--- config.mk ---
export PLATFORM = sky130hd
export DESIGN_NAME = score_seg_display
export DESIGN_NICKNAME = d
export VERILOG_FILES = /design/src/rtl/flappy_pkg.sv /design/src/rtl/bin2bcd_seq.sv /design/src/rtl/score_seg_display.sv
export SDC_FILE = /design/constraint.sdc
export NUM_CORES = 1
export LEC_CHECK = 0
export ABC_AREA = 1
export BUFFER_PORTS_ARGS = -buffer_cell sky130_fd_sc_hd__buf_2
export CAP_MARGIN = 5
export CORE_ASPECT_RATIO = 1.4
export CORE_UTILIZATION = 35
export DETAILED_ROUTE_END_ITERATION = 8
export GPL_TIMING_DRIVEN = 0
export HOLD_SLACK_MARGIN = 0.08
export SLEW_MARGIN = 15
export SYNTH_ARGS = -nofsm -noshare
export SYNTH_HDL_FRONTEND = slang
export SYNTH_SLANG_ARGS = --single-unit
--- constraint.sdc ---
create_clock -name clk -period 2.2 [get_ports clk]
set_input_delay 0.11 -clock clk [delete_from_list [all_inputs] [get_ports clk]]
set_output_delay 0.11 -clock clk [all_outputs]
set_load 0.005 [all_outputs]
--- src/rtl/flappy_pkg.sv ---
`default_nettype none
// ============================================================================
//  Module      : flappy_pkg
//  Description : Shared constants for the score display: segment patterns,
//                anode one-hot codes, digit count and small encode helpers.
//  Revision    : 1.0 - initial release
// ============================================================================
package flappy_pkg;

    localparam int NUM_DIGITS = 4;

    // Segment order {g,f,e,d,c,b,a}, active-low
    localparam logic [6:0] SEG_0     = 7'b1000000;
    localparam logic [6:0] SEG_1     = 7'b1111001;
    localparam logic [6:0] SEG_2     = 7'b0100100;
    localparam logic [6:0] SEG_3     = 7'b0110000;
    localparam logic [6:0] SEG_4     = 7'b0011001;
    localparam logic [6:0] SEG_5     = 7'b0010010;
    localparam logic [6:0] SEG_6     = 7'b0000010;
    localparam logic [6:0] SEG_7     = 7'b1111000;
    localparam logic [6:0] SEG_8     = 7'b0000000;
    localparam logic [6:0] SEG_9     = 7'b0010000;
    localparam logic [6:0] SEG_BLANK = 7'h7F;

    localparam logic [3:0] AN_DIGIT0 = 4'b1110;
    localparam logic [3:0] AN_DIGIT1 = 4'b1101;
    localparam logic [3:0] AN_DIGIT2 = 4'b1011;
    localparam logic [3:0] AN_DIGIT3 = 4'b0111;
    localparam logic [3:0] AN_OFF    = 4'b1111;

    typedef logic [3:0] bcd_digit_t;

    function automatic logic [6:0] seg_encode(input bcd_digit_t d);
        logic [6:0] s;
        case (d)
            4'd0:    s = SEG_0;
            4'd1:    s = SEG_1;
            4'd2:    s = SEG_2;
            4'd3:    s = SEG_3;
            4'd4:    s = SEG_4;
            4'd5:    s = SEG_5;
            4'd6:    s = SEG_6;
            4'd7:    s = SEG_7;
            4'd8:    s = SEG_8;
            4'd9:    s = SEG_9;
            default: s = SEG_BLANK;
        endcase
        return s;
    endfunction

    function automatic logic [3:0] an_select(input logic [1:0] idx);
        logic [3:0] a;
        case (idx)
            2'd0:    a = AN_DIGIT0;
            2'd1:    a = AN_DIGIT1;
            2'd2:    a = AN_DIGIT2;
            default: a = AN_DIGIT3;
        endcase
        return a;
    endfunction

endpackage
`default_nettype wire

--- src/rtl/bin2bcd_seq.sv ---
`default_nettype none
// ============================================================================
//  Module      : bin2bcd_seq
//  Description : Sequential double-dabble converter. One bit per cycle; the
//                shown BCD only changes when a conversion completes.
//  Revision    : 1.0 - initial release
// ============================================================================
module bin2bcd_seq
    import flappy_pkg::*;
#(
    parameter int SCORE_W = 8
) (
    input  logic               clk,
    input  logic               rst,
    input  logic               start,
    input  logic [SCORE_W-1:0] bin,
    output logic               busy,
    output logic               done,
    output logic [15:0]        bcd
);

    localparam int                 CNT_W        = $clog2(SCORE_W + 1);
    localparam logic [CNT_W-1:0]   c_last_shift = CNT_W'(SCORE_W - 1);

    localparam logic [1:0] S_IDLE  = 2'd0;
    localparam logic [1:0] S_SHIFT = 2'd1;
    localparam logic [1:0] S_DONE  = 2'd2;

    logic [1:0]         r_state;
    logic               r_busy;
    logic [CNT_W-1:0]   r_cnt;
    logic [15:0]        r_work_bcd;
    logic [SCORE_W-1:0] r_work_bin;
    logic [15:0]        r_shown;
    logic [14:0]        w_adj;

    // The thousands nibble never reaches 5 before a shift (result <= 9999),
    // so only the lower three nibbles need the add-3 correction.
    always_comb begin
        w_adj = r_work_bcd[14:0];
        for (int i = 0; i < NUM_DIGITS - 1; i++) begin
            if (r_work_bcd[4*i +: 4] >= 4'd5) begin
                w_adj[4*i +: 4] = r_work_bcd[4*i +: 4] + 4'd3;
            end
        end
    end

    always_ff @(posedge clk) begin
        if (rst) begin
            r_state    <= S_IDLE;
            r_busy     <= 1'b0;
            r_cnt      <= '0;
            r_work_bcd <= '0;
            r_work_bin <= '0;
            r_shown    <= '0;
        end else begin
            case (r_state)
                S_IDLE: begin
                    if (start) begin
                        r_work_bin <= bin;
                        r_work_bcd <= '0;
                        r_cnt      <= '0;
                        r_busy     <= 1'b1;
                        r_state    <= S_SHIFT;
                    end
                end
                S_SHIFT: begin
                    r_work_bcd <= {w_adj, r_work_bin[SCORE_W-1]};
                    r_work_bin <= {r_work_bin[SCORE_W-2:0], 1'b0};
                    if (r_cnt == c_last_shift) begin
                        r_state <= S_DONE;
                    end else begin
                        r_cnt <= r_cnt + 1'b1;
                    end
                end
                S_DONE: begin
                    r_shown <= r_work_bcd;
                    r_busy  <= 1'b0;
                    r_state <= S_IDLE;
                end
                default: begin
                    r_busy  <= 1'b0;
                    r_state <= S_IDLE;
                end
            endcase
        end
    end

    assign busy = r_busy;
    assign done = (r_state == S_DONE);
    // Forward the finished result during DONE so the display register picks it
    // up on the same edge that commits it.
    assign bcd  = done ? r_work_bcd : r_shown;

endmodule
`default_nettype wire

--- src/rtl/score_seg_display.sv ---
`default_nettype none
// ============================================================================
//  Module      : score_seg_display
//  Description : Binary score to multiplexed 4-digit active-low 7-segment
//                drive. Optional macro: LEADING_ZERO_BLANK_EN.
//  Revision    : 1.0 - initial release
// ============================================================================
module score_seg_display
    import flappy_pkg::*;
#(
    parameter int SCORE_W  = 8,
    parameter int SCAN_DIV = 100000
) (
    input  logic               clk,
    input  logic               rst,
    input  logic [SCORE_W-1:0] score,
    output logic [3:0]         an,
    output logic [6:0]         seg,
    output logic               dp,
    output logic               busy
);

    localparam int               PRE_W     = $clog2(SCAN_DIV);
    localparam logic [PRE_W-1:0] c_pre_max = PRE_W'(SCAN_DIV - 1);

    logic [PRE_W-1:0]   r_pre;
    logic               w_tick;
    logic [1:0]         r_idx;
    logic [SCORE_W-1:0] r_last_score;
    logic [SCORE_W-1:0] r_pend_score;
    logic               w_start;
    logic               w_conv_busy;
    logic               w_conv_done;
    logic [15:0]        w_bcd;
    bcd_digit_t         w_digit;
    logic               w_blank;
    logic [3:0]         r_an;
    logic [6:0]         r_seg;

    assign w_tick = (r_pre == c_pre_max);

    always_ff @(posedge clk) begin
        if (rst) begin
            r_pre <= '0;
            r_idx <= 2'd0;
        end else if (w_tick) begin
            r_pre <= '0;
            r_idx <= r_idx + 2'd1;
        end else begin
            r_pre <= r_pre + 1'b1;
        end
    end

    // Changes arriving while busy are ignored; the compare re-fires in IDLE.
    assign w_start = !w_conv_busy && (score != r_last_score);

    always_ff @(posedge clk) begin
        if (rst) begin
            r_last_score <= '0;
            r_pend_score <= '0;
        end else begin
            if (w_start) begin
                r_pend_score <= score;
            end
            if (w_conv_done) begin
                r_last_score <= r_pend_score;
            end
        end
    end

    bin2bcd_seq #(
        .SCORE_W (SCORE_W)
    ) u_bin2bcd (
        .clk   (clk),
        .rst   (rst),
        .start (w_start),
        .bin   (score),
        .busy  (w_conv_busy),
        .done  (w_conv_done),
        .bcd   (w_bcd)
    );

    assign w_digit = w_bcd[{r_idx, 2'b00} +: 4];

`ifdef LEADING_ZERO_BLANK_EN
    always_comb begin
        w_blank = 1'b0;
        case (r_idx)
            2'd1:    w_blank = (w_bcd[15:4]  == 12'd0);
            2'd2:    w_blank = (w_bcd[15:8]  == 8'd0);
            2'd3:    w_blank = (w_bcd[15:12] == 4'd0);
            default: w_blank = 1'b0;
        endcase
    end
`else
    assign w_blank = 1'b0;
`endif

    always_ff @(posedge clk) begin
        if (rst) begin
            r_an  <= AN_OFF;
            r_seg <= SEG_BLANK;
        end else begin
            r_an  <= w_blank ? AN_OFF    : an_select(r_idx);
            r_seg <= w_blank ? SEG_BLANK : seg_encode(w_digit);
        end
    end

    assign an   = r_an;
    assign seg  = r_seg;
    assign dp   = 1'b1;
    assign busy = w_conv_busy;

endmodule
`default_nettype wire

==> results.toml, run 1 <==
[logic_synthesis]
yosys.area_share.xor_xnor_pct = 3.04
yosys.area_share.simple_pct = 28.0
ys_async_sr_fraction_pct = 0
yosysUniqueCellTypes = 33
synthMuxAreaShare_pct = 0
synthAdderAreaFrac_pct = 4.92
synth_compound_area_share_pct = 12.0
synth_seq_cells = 93
seq_area_frac_synth_pct = 43.0
yosysWarnings = 0
synth_top_family_by_area = "simple AND/OR/NAND/NOR gates"
synth_flop_cell = "dfxtp_1"
synth.cell_area_sq_um = 4330
synth.area.top_cells = "dfxtp_1, nand2_1, nand3_1"
syn_avg_cell_area_sq_um = 7.16
syn_inst = 604
synth_top_area_share_pct = 43.0
synth.largest_area_cell = "dfxtp_1"
synth_edf_count = 0
syn_nets = 631

[worst_setup_path]
cp.required_ns = 2.41
criticalPathCategory = "reg -> reg"
critPathMaxFanout = 10
critPathCaptureType = "flop"
cp-start-kind = "flop"
crit_arrival_ns = 2.17

[routing]
drtAntennaViolNets = 0
drc = 0
dr.pass1.iters = 6
wire_per_inst_um = 11.9
num_vias = 3780
viasPerCell = 4.76
wirelength_mm = 9.44
first_iter_violations = 232

[finish]
fin_util_pct = 41.8
layout-drive-gt1-share_pct = 9.43
mostFrequentLayoutCell = "nand2_1"
layoutNonFillerInstCount = 794
area_growth_pct = 15.4
ff_latch_area_sq_um = 1860
nets = 669
fillerInstances = 1235
final_cell_mix = "nand2_1, dfxtp_1, nor2_1"
antenna_cells = 0
multi_input_area_sq_um = 2080

[floorplanning]
die_x_um = 96.0
rows = 47
die_area_sq_um = 12800
initial_core_util_pct = 36.2
core_region_area_sq_um = 11900
die_h_um = 134
ioPinCount = 23

[placement]
numPortBuffers = 20
dp.cells = 771
place_hpwl_mm = 6.98
gp_congestion = 0.809

[clock_network]
cts_setup_buffers = 0
cts_tree = "done"
cts_root_buf = "clkbuf_16"
clkSinkCount = 93
clk_latency_ns = 0.35
clk_pin_slew_ns = 0.07
htreeDepth = 3
cts_buffers = 9
cts_max_path_buffers = 2

[power]
p_sw_share_pct = 23.6
seqPwrFrac_pct = 48.4
leakage_nw = 2.04
p_sw_mw = 0.857
ir_drop_mv = 0.380
power_density_nw_per_um2 = 727
power_mw = 3.63
clkPwrFrac_pct = 43.7
p_comb_share_pct = 7.9
cell_internal_pwr_mw = 2.77

[grt]
grt_pass1_wl_mm = 16.1
antenna_found_initial = 0
grt-ovfl-total = 0
grt_usage_pct = 16.0
grt_pass1_vias = 3530
grt_max_degree = 15

[sta]
fin_crit_sh_pct = 88.9
fmax_ghz = 0.511
relSlewSlack_pct = 61.9
hold_viol = 0
finalCriticalPeriod_ns = 1.96
setup_tns_ns = 0
slew_violations = 0
hold_slack_ns = 0.119
grt_setup_unrepaired = "no"
setup_viol = 0
tightest_slew_ns = 0.571
skew_ns = 0.0117

[min_path]
min_path_type = "in -> reg"

[status]
status = "complete, no violations"

[flow_run]
cap_violations = 0
worst max-delay path, cell delays in order, from the launching register on:
cell and delay (ns):
dfxtp_1 0.38, nand2_2 0.14, buf_6 0.17, buf_6 0.14, nand2_1 0.05, o21ai_1 0.08
nand2_1 0.07, nand3_1 0.09, nand2_2 0.12, inv_1 0.07, ha_1 0.17, nand3b_1 0.17
nand3_1 0.10, nand3_1 0.06
power groups by stage:
| stage | sequential, mW | combinational (mW) | clock [mW] |
|---|---|---|---|
| 4_1_cts | 1.76 | 0.289 | 1.63 |
| 2_1_floorplan | 1.79 | 0.192 | 0 |
| 3_3_place_gp | 1.79 | 0.273 | 0 |
| 5_1_grt | 1.76 | 0.331 | 1.70 |
| 3_5_place_dp | 1.79 | 0.279 | 0 |
| 6_report | 1.76 | 0.287 | 1.59 |
layout make-up:
cell class / count / area share [%]
buffer: 24 / 2.56
clock buffer: 13 / 5.21
clock inverter: 3 / 0.877
inverter: 69 / 5.19
multi-input combinational: 418 / 41.8
sequential: 93 / 37.3
tap: 147 / 3.69
timing repair buffer: 27 / 3.41
path summary, 6_finish.rpt:
check | from | endpoint | slack, ns | cells after the start
setup / recovery | u_bin2bcd.r_state[1]$_SDFFE_PP0P_ | seg[6]$_SDFF_PP1_ | 0.24 | 13
hold / removal | score[5] | r_pend_score[5]$_SDFFE_PP0P_ | 0.12 | 3
setup reg to reg | u_bin2bcd.r_state[1]$_SDFFE_PP0P_ | seg[6]$_SDFF_PP1_ | 0.24 | 13
hold reg to reg | r_pre[0]$_SDFF_PP0_ | r_pre[0]$_SDFF_PP0_ | 0.45 | 1
sequential cells by signal (all words and copies together), names as in the netlist:
register              count
r_pre                    17
u_bin2bcd.r_shown        16
u_bin2bcd.r_work_bcd     16
r_last_score              8
r_pend_score              8
u_bin2bcd.r_work_bin      8
seg                       7
an                        4
u_bin2bcd.r_cnt           4
r_idx                     2
u_bin2bcd.r_state         2
u_bin2bcd.busy            1
per-stage QoR:
stage / worst slack [ns] / cell area [sq um]
3_3_place_gp: 0.219 / 4610
2_1_floorplan: 0.466 / 4330
5_1_grt: 0.00216 / 4990
3_5_place_dp: 0.208 / 4610
6_report: 0.244 / 4990
4_1_cts: 0.185 / 4980
routing by layer:
layer	routed length (um)	vias up	GRT usage [%]
met5	0	-	0
met1	4360	1717	19.1
met4	122	0	5.80
met2	4720	50	27.5
li1	-	2004	-
met3	242	9	3.77
Yosys cell counts, types with 2 or more instances:
cell,instances
a21oi_1,45
buf_1,3
buf_2,6
buf_4,2
buf_6,3
clkbuf_1,10
dfxtp_1,93
ha_1,17
inv_1,66
inv_2,2
nand2_1,132
nand2_2,4
nand3_1,57
nand3_2,2
nand3b_1,2
nand4_1,2
nor2_1,72
nor3_1,3
nor3b_1,3
nor4_1,2
o21ai_0,42
o21ai_1,7
o22ai_1,3
or2_2,4
xnor2_1,5
xor2_1,10
logic make-up after synthesis:
family	after synthesis
other	1
adder cells (fa/ha/maj)	17
buffers and inverters	93
AND/OR/NAND/NOR	284
XOR/XNOR	15
flip-flops	93
AO/OA/AOI/OAI	101
what timing repair did:
item / CTS / global route
resized for setup: 0 / 2
endpoints found under the setup margin: 0 / 5
endpoints found under the hold margin: 8 / 0
hold buffers: 7 / 0
Note: power is estimated with default switching activity, not from simulation.
==> run 2: changes to the inputs <==
--- a/config.mk
+++ b/config.mk
@@ -8,11 +8,11 @@
 export ABC_AREA = 1
 export BUFFER_PORTS_ARGS = -buffer_cell sky130_fd_sc_hd__buf_2
 export CAP_MARGIN = 5
-export CORE_ASPECT_RATIO = 1.4
-export CORE_UTILIZATION = 35
+export CORE_UTILIZATION = 60
 export DETAILED_ROUTE_END_ITERATION = 8
 export GPL_TIMING_DRIVEN = 0
 export HOLD_SLACK_MARGIN = 0.08
+export PLACE_DENSITY = 0.78
 export SLEW_MARGIN = 15
 export SYNTH_ARGS = -nofsm -noshare
 export SYNTH_HDL_FRONTEND = slang
==> constraint.sdc (replaced) <==
create_clock -name clk -period 2.21 [get_ports clk]
set_input_delay 0.1105 -clock clk [delete_from_list [all_inputs] [get_ports clk]]
set_output_delay 0.1105 -clock clk [all_outputs]
set_load 0.005 [all_outputs]
==> run 2 against run 1 <==
  * Design area is 3.6% lower
  * Final cell count is 6.7% lower
  * Sequential cell count stayed put
  * Routed wire length is 1.2% higher
  * Hold slack worse by 0.032 ns
  * Clock skew is 0.00086 ns lower
  * Total power is 9.8% lower
  * Die area is 41% lower
  * Utilization is 28 points higher
  * First-iteration DRC count is 6.0% lower
  * Register-to-register slack worse by 0.04 ns
  * Combinational power hardly changed
  * Critical endpoint is now seg[5]$_SDFF_PP1_
  * Highest routed layer unchanged
==> results.toml, run 2 (synthesis gave the netlist of run 1 again) <==
[sta]
setup_tns_ns = 0
skew_ns = 0.0108
hold_slack_ns = 0.0872
finalWorstSetupSlack_ns = 0.207
setup_viol = 0
hold_viol = 0
grt_setup_unrepaired = "no"
tightest_slew_ns = 0.551
fmax_ghz = 0.499
slew_violations = 0
finalCriticalPeriod_ns = 2.00
fin_crit_sh_pct = 90.6
relSlewSlack_pct = 63.2

[worst_setup_path]
crit_arrival_ns = 2.23
path_cells = "nand2_2, buf_6, buf_6, nand2_1, o21ai_1, nand2_1, nand3_1, nand2_2, inv_1, ha_1, nand3b_1, nand3_1, nand3_1"
critPathMaxFanout = 10
crit_path_frequent_cell = "nand3_1"
slowest_stage = "dfxtp_1"
cp-start-kind = "flop"
criticalPathCategory = "reg -> reg"
slowest_delay_ns = 0.41
critPathCaptureType = "flop"
cp.required_ns = 2.44

[routing]
dr.pass1.iters = 5
drtAntennaViolNets = 0
wire_per_inst_um = 12.9
wirelength_mm = 9.56
first_iter_violations = 218
viasPerCell = 5.22
num_vias = 3865
drc = 0

[finish]
layout-drive-gt1-share_pct = 9.61
fillerInstances = 609
fin_util_pct = 70.1
multi_input_area_sq_um = 2080
final_cell_mix = "nand2_1, dfxtp_1, nor2_1"
largest_register_ffs = 17
layoutNonFillerInstCount = 741
nets = 667
mostFrequentLayoutCell = "nand2_1"
ff_latch_area_sq_um = 1860
top_regs = "r_pre: 17 flops, u_bin2bcd.r_shown: 16 flops, u_bin2bcd.r_work_bcd: 16 flops"
top_register = "r_pre"
stdcell_area_sq_um = 4810
antenna_cells = 0
area_growth_pct = 11.2

[status]
status = "complete, no violations"

[power]
cell_internal_pwr_mw = 2.45
seqPwrFrac_pct = 53.4
p_comb_share_pct = 8.9
leakage_nw = 1.98
p_sw_share_pct = 25.2
clkPwrFrac_pct = 37.7
power_density_nw_per_um2 = 680
power_mw = 3.27
p_sw_mw = 0.826
ir_drop_mv = 0.517

[grt]
grt_max_degree = 16
grt_usage_pct = 27.3
antenna_found_initial = 0
grt-ovfl-total = 0
grt_pass1_vias = 3502
grt_pass1_wl_mm = 16.0

[floorplanning]
die_x_um = 86.9
ioPinCount = 23
rows = 30
die_area_sq_um = 7560
die_h_um = 86.9
core_region_area_sq_um = 6870
initial_core_util_pct = 63.0

[placement]
place_ws_ns = 0.186
dp.cells = 720
gp_congestion = 0.849
place_area_sq_um = 4550
numPortBuffers = 20
place_hpwl_mm = 6.85

[clock_network]
htreeDepth = 3
clk_pin_slew_ns = 0.09
cts_max_path_buffers = 2
cts_buffers = 9
clkSinkCount = 93
clk_latency_ns = 0.36
cts_tree = "done"
cts_setup_buffers = 0
cts_root_buf = "clkbuf_8"

[min_path]
min_path_type = "in -> reg"

[flow_run]
cap_violations = 0
==> run 2: cell types whose count changed in the layout (fill, tap and decap cells not counted), sizes merged <==
cell,change
clkbuf,-4
clkinvlp,+2
dlygate4sd3,-2
bufinv,+1
clkinv,+1
==> run 2: critical path, delay by kind of cell (launching register included) <==
kind	cells	cell delay, ns
adders and majority gates	1	0.17
DFF	1	0.41
buffers and inverters	3	0.38
AOI/OAI and AO/OA	1	0.08
and+or+nand+nor	8	0.83
==> run 2: worst paths after layout <==
path,depth (start not counted),endpoint,slack (ns),from
worst max-delay path,13,seg[5]$_SDFF_PP1_,0.21,u_bin2bcd.r_state[1]$_SDFFE_PP0P_
worst min-delay path,3,r_pend_score[7]$_SDFFE_PP0P_,0.09,score[7]
worst max register to register,13,seg[5]$_SDFF_PP1_,0.21,u_bin2bcd.r_state[1]$_SDFFE_PP0P_
worst min register to register,2,r_pre[16]$_SDFF_PP0_,0.46,r_pre[16]$_SDFF_PP0_
==> run 2: cell type report <==
cell class | instances | share of cell area (%)
tap | 96 | 2.50
buffer | 24 | 2.65
inverter | 69 | 5.38
clock inverter | 7 | 1.87
clock buffer | 9 | 2.57
sequential | 93 | 38.7
timing repair buffer | 25 | 3.12
multi-input combinational | 418 | 43.2
==> run 2: layer usage <==
layer / vias up / share of wire, % / GRT usage [%]
li1: 2003 / - / -
met1: 1768 / 45 / 34.0
met2: 77 / 49 / 47.8
met3: 17 / 3.3 / 3.32
met4: 0 / 2.7 / 11.5
met5: - / 0 / 0
==> run 2: what timing repair did <==
| item | in CTS | in global routing |
|---|---|---|
| hold buffers | 5 | 0 |
| gates resized for setup | 0 | 1 |
| setup endpoints to repair | 0 | 3 |
| endpoints found under the hold margin | 6 | 0 |
==> run 2: power by group through the flow <==
| stage | registers (mW) | logic (mW) | clock network (mW) |
|---|---|---|---|
| global placement | 1.78 | 0.274 | 0 |
| floorplan | 1.78 | 0.191 | 0 |
| global route | 1.75 | 0.326 | 1.30 |
| CTS | 1.75 | 0.288 | 1.24 |
| detailed placement | 1.79 | 0.279 | 0 |
| finish | 1.75 | 0.290 | 1.23 |
==> run 3: changes to the inputs <==
--- a/config.mk
+++ b/config.mk
@@ -5,7 +5,6 @@
 export SDC_FILE = /design/constraint.sdc
 export NUM_CORES = 1
 export LEC_CHECK = 0
-export ABC_AREA = 1
 export BUFFER_PORTS_ARGS = -buffer_cell sky130_fd_sc_hd__buf_2
 export CAP_MARGIN = 5
 export CORE_UTILIZATION = 60
==> run 3 against run 2 <==
  * Routed wire length decreased by 1.8%
  * Sequential share of layout area decreased by 1.0 points
  * Clock skew shrank 0.0024 ns
  * Combinational power fell by 14%
  * Maximum frequency is 6.3% lower
  * Synthesized cell count shrank 20%
  * Global-route usage shrank 0.63 points
  * Design area up 3.0%
  * Register-to-register slack got worse by 0.14 ns
  * Critical endpoint is now seg[4]$_SDFF_PP1_
  * Largest cell class unchanged
  * Highest routed layer unchanged
==> results.toml, run 3 <==
[routing]
drtAntennaViolNets = 0
viasPerCell = 5.68
num_vias = 3572
first_iter_violations = 177
drc = 0
wire_per_inst_um = 14.9
wirelength_mm = 9.38
dr.pass1.iters = 5

[sta]
finalCriticalPeriod_ns = 2.14
skew_ns = 0.00842
slew_violations = 0
tightest_slew_ns = 0.616
setup_viol = 0
fin_crit_sh_pct = 96.8
hold_viol = 0
fmax_ghz = 0.468
hold_slack_ns = 0.200
grt_setup_unrepaired = "yes"
relSlewSlack_pct = 58.5

[finish]
nets = 555
top_regs = "r_pre: 17 flops, u_bin2bcd.r_shown: 16 flops, u_bin2bcd.r_work_bcd: 16 flops"
multi_input_area_sq_um = 2320
antenna_cells = 0
layout-drive-gt1-share_pct = 16.9
largest_register_ffs = 17
area_growth_pct = 13.1
final_cell_mix = "dfxtp_1, nand2_1, nor2_1"
top_register = "r_pre"
layoutNonFillerInstCount = 629
mostFrequentLayoutCell = "dfxtp_1"
fillerInstances = 544
ff_latch_area_sq_um = 1870

[power]
ir_drop_mv = 0.411
p_sw_mw = 0.782
power_density_nw_per_um2 = 614
p_comb_share_pct = 8.2
p_sw_share_pct = 25.7
cell_internal_pwr_mw = 2.26
leakage_nw = 1.94
seqPwrFrac_pct = 57.2
clkPwrFrac_pct = 34.6

[worst_setup_path]
reg2reg_from = "u_bin2bcd.r_state[0]$_SDFFE_PP0P_"
criticalPathCategory = "reg -> reg"
path_buf_inv = 2
startpoint = "u_bin2bcd.r_state[0]$_SDFFE_PP0P_"
cp_top_family = "multiplexers"
critPathCaptureType = "flop"
path_cells = "nand2b_4, buf_6, buf_8, mux2i_2, mux4_2, ha_4, or2b_1, o211a_1, o21ai_1"
cp-start-kind = "flop"
slowest_stage = "mux4_2"
slowest_delay_ns = 0.58
critPathMaxFanout = 6
crit_arrival_ns = 2.43
cp.required_ns = 2.50

[grt]
grt_pass1_wl_mm = 15.7
antenna_found_initial = 0
grt-ovfl-total = 0
grt_usage_pct = 26.7
grt_pass1_vias = 3341
grt_max_degree = 17

[min_path]
min_from = "rst"
min_path_type = "in -> reg"

[logic_synthesis]
yosysWarnings = 0
synth_edf_count = 0
synth_flop_cell = "dfxtp_1"
yosysUniqueCellTypes = 56
ys_async_sr_fraction_pct = 0
seq_area_frac_synth_pct = 42.5
synth.largest_area_cell = "dfxtp_1"
synth_top_area_share_pct = 42.5
yosysMostFrequentCell = "dfxtp_1"
synth.area.top_cells = "dfxtp_1, nand2_1, mux2i_1"
synth.cell_area_sq_um = 4380
syn_avg_cell_area_sq_um = 9.11
ys_top_cells_by_count = "dfxtp_1, nand2_1, nor2_1"
syn_nets = 508
syn_inst = 481
synth_seq_cells = 93

[flow_run]
cap_violations = 0

[clock_network]
htreeDepth = 3
cts_max_path_buffers = 2
clkSinkCount = 93
cts_buffers = 9
clk_latency_ns = 0.36
clk_pin_slew_ns = 0.09
cts_tree = "done"
cts_root_buf = "clkbuf_8"

[placement]
dp.cells = 598
gp_congestion = 0.811
numPortBuffers = 21
place_hpwl_mm = 6.59

[floorplanning]
initial_core_util_pct = 63.5
ioPinCount = 23
die_h_um = 87.5
core_region_area_sq_um = 6910
die_area_sq_um = 7650
rows = 30
die_x_um = 87.5

[status]
status = "complete, no violations"
==> run 3: cell types whose count changed in the layout (fill, tap and decap cells not counted), sizes merged, moves of 6 or more <==
cell    delta
a21oi     -14
a32o       +8
buf       +11
inv       -49
mux2       +6
mux2i     +26
nand2     -48
nand2b     +8
nand3     -48
nor2      -27
o21ai     -36
xnor2      +9
==> run 3: layout make-up <==
class | count | share of cell area (%)
buffer | 27 | 3.36
clock inverter | 6 | 0.934
clock buffer | 10 | 2.78
timing repair buffer | 36 | 4.80
sequential | 93 | 37.6
multi-input combinational | 343 | 46.7
inverter | 18 | 1.36
tap | 96 | 2.42
==> run 3: worst reg2reg max path, stage by stage, from the launching register on <==
cell	delay, ns
dfxtp_2	0.33
nand2b_4	0.13
buf_6	0.13
buf_8	0.13
mux2i_2	0.14
mux4_2	0.58
ha_4	0.20
or2b_1	0.21
o211a_1	0.10
o21ai_1	0.12
==> run 3: power by group through the flow <==
stage	logic (mW)	registers, mW	clock network [mW]
5_1_grt	0.278	1.75	1.13
6_report	0.250	1.74	1.05
3_5_place_dp	0.235	1.78	0
4_1_cts	0.246	1.74	1.06
3_3_place_gp	0.230	1.78	0
2_1_floorplan	0.165	1.77	0
==> run 3: what timing repair did <==
action	4_1_cts	5_1_grt
hold endpoints to repair	8	0
setup buffers	1	6
setup endpoints to repair	4	6
cloned	0	0
pin swaps	0	2
hold buffers	8	0
gates resized for setup	1	10
==> run 3: kinds of logic after synthesis <==
group | Yosys count | share of synthesized area (%)
other | 1 | 0.0856
DFF | 93 | 42.5
muxes | 37 | 10.6
and+or+nand+nor | 182 | 19.5
buffers and inverters | 45 | 5.34
xor gates and xnor gates | 29 | 5.80
adders and majority gates | 17 | 4.85
AOI/OAI and AO/OA | 77 | 11.4
==> run 3: worst paths after layout <==
path	to	slack, ns	cells past startpoint
worst max-delay path	seg[4]$_SDFF_PP1_	0.07	9
worst min-delay path	r_pre[13]$_SDFF_PP0_	0.20	4
worst max register to register	seg[4]$_SDFF_PP1_	0.07	9
worst min register to register	r_last_score[7]$_SDFFE_PP0P_	0.45	2
==> run 3: metrics by stage <==
stage | area, sq um | util [%] | setup WS, ns | power [mW] | setup TNS (ns)
after floorplan | 4380 | - | 0.0240 | 1.94 | 0
after global placement | 4610 | 66.7 | -0.142 | 2.01 | -0.285
after detailed placement | 4610 | 66.7 | -0.210 | 2.01 | -0.506
after CTS | 4890 | 70.8 | 0.0257 | 3.05 | 0
after global routing | 4960 | 71.8 | -0.00861 | 3.15 | -0.00861
final | 4960 | 71.8 | 0.0710 | 3.04 | 0
==> run 3: per-layer routing <==
| layer | track usage [%] | vias up | routed length [um] |
|---|---|---|---|
| met5 | 0 | - | 0 |
| met4 | 9.09 | 0 | 157 |
| met3 | 3.22 | 15 | 470 |
| met2 | 45.6 | 108 | 4640 |
| met1 | 34.9 | 1715 | 4110 |
| li1 | - | 1734 | - |
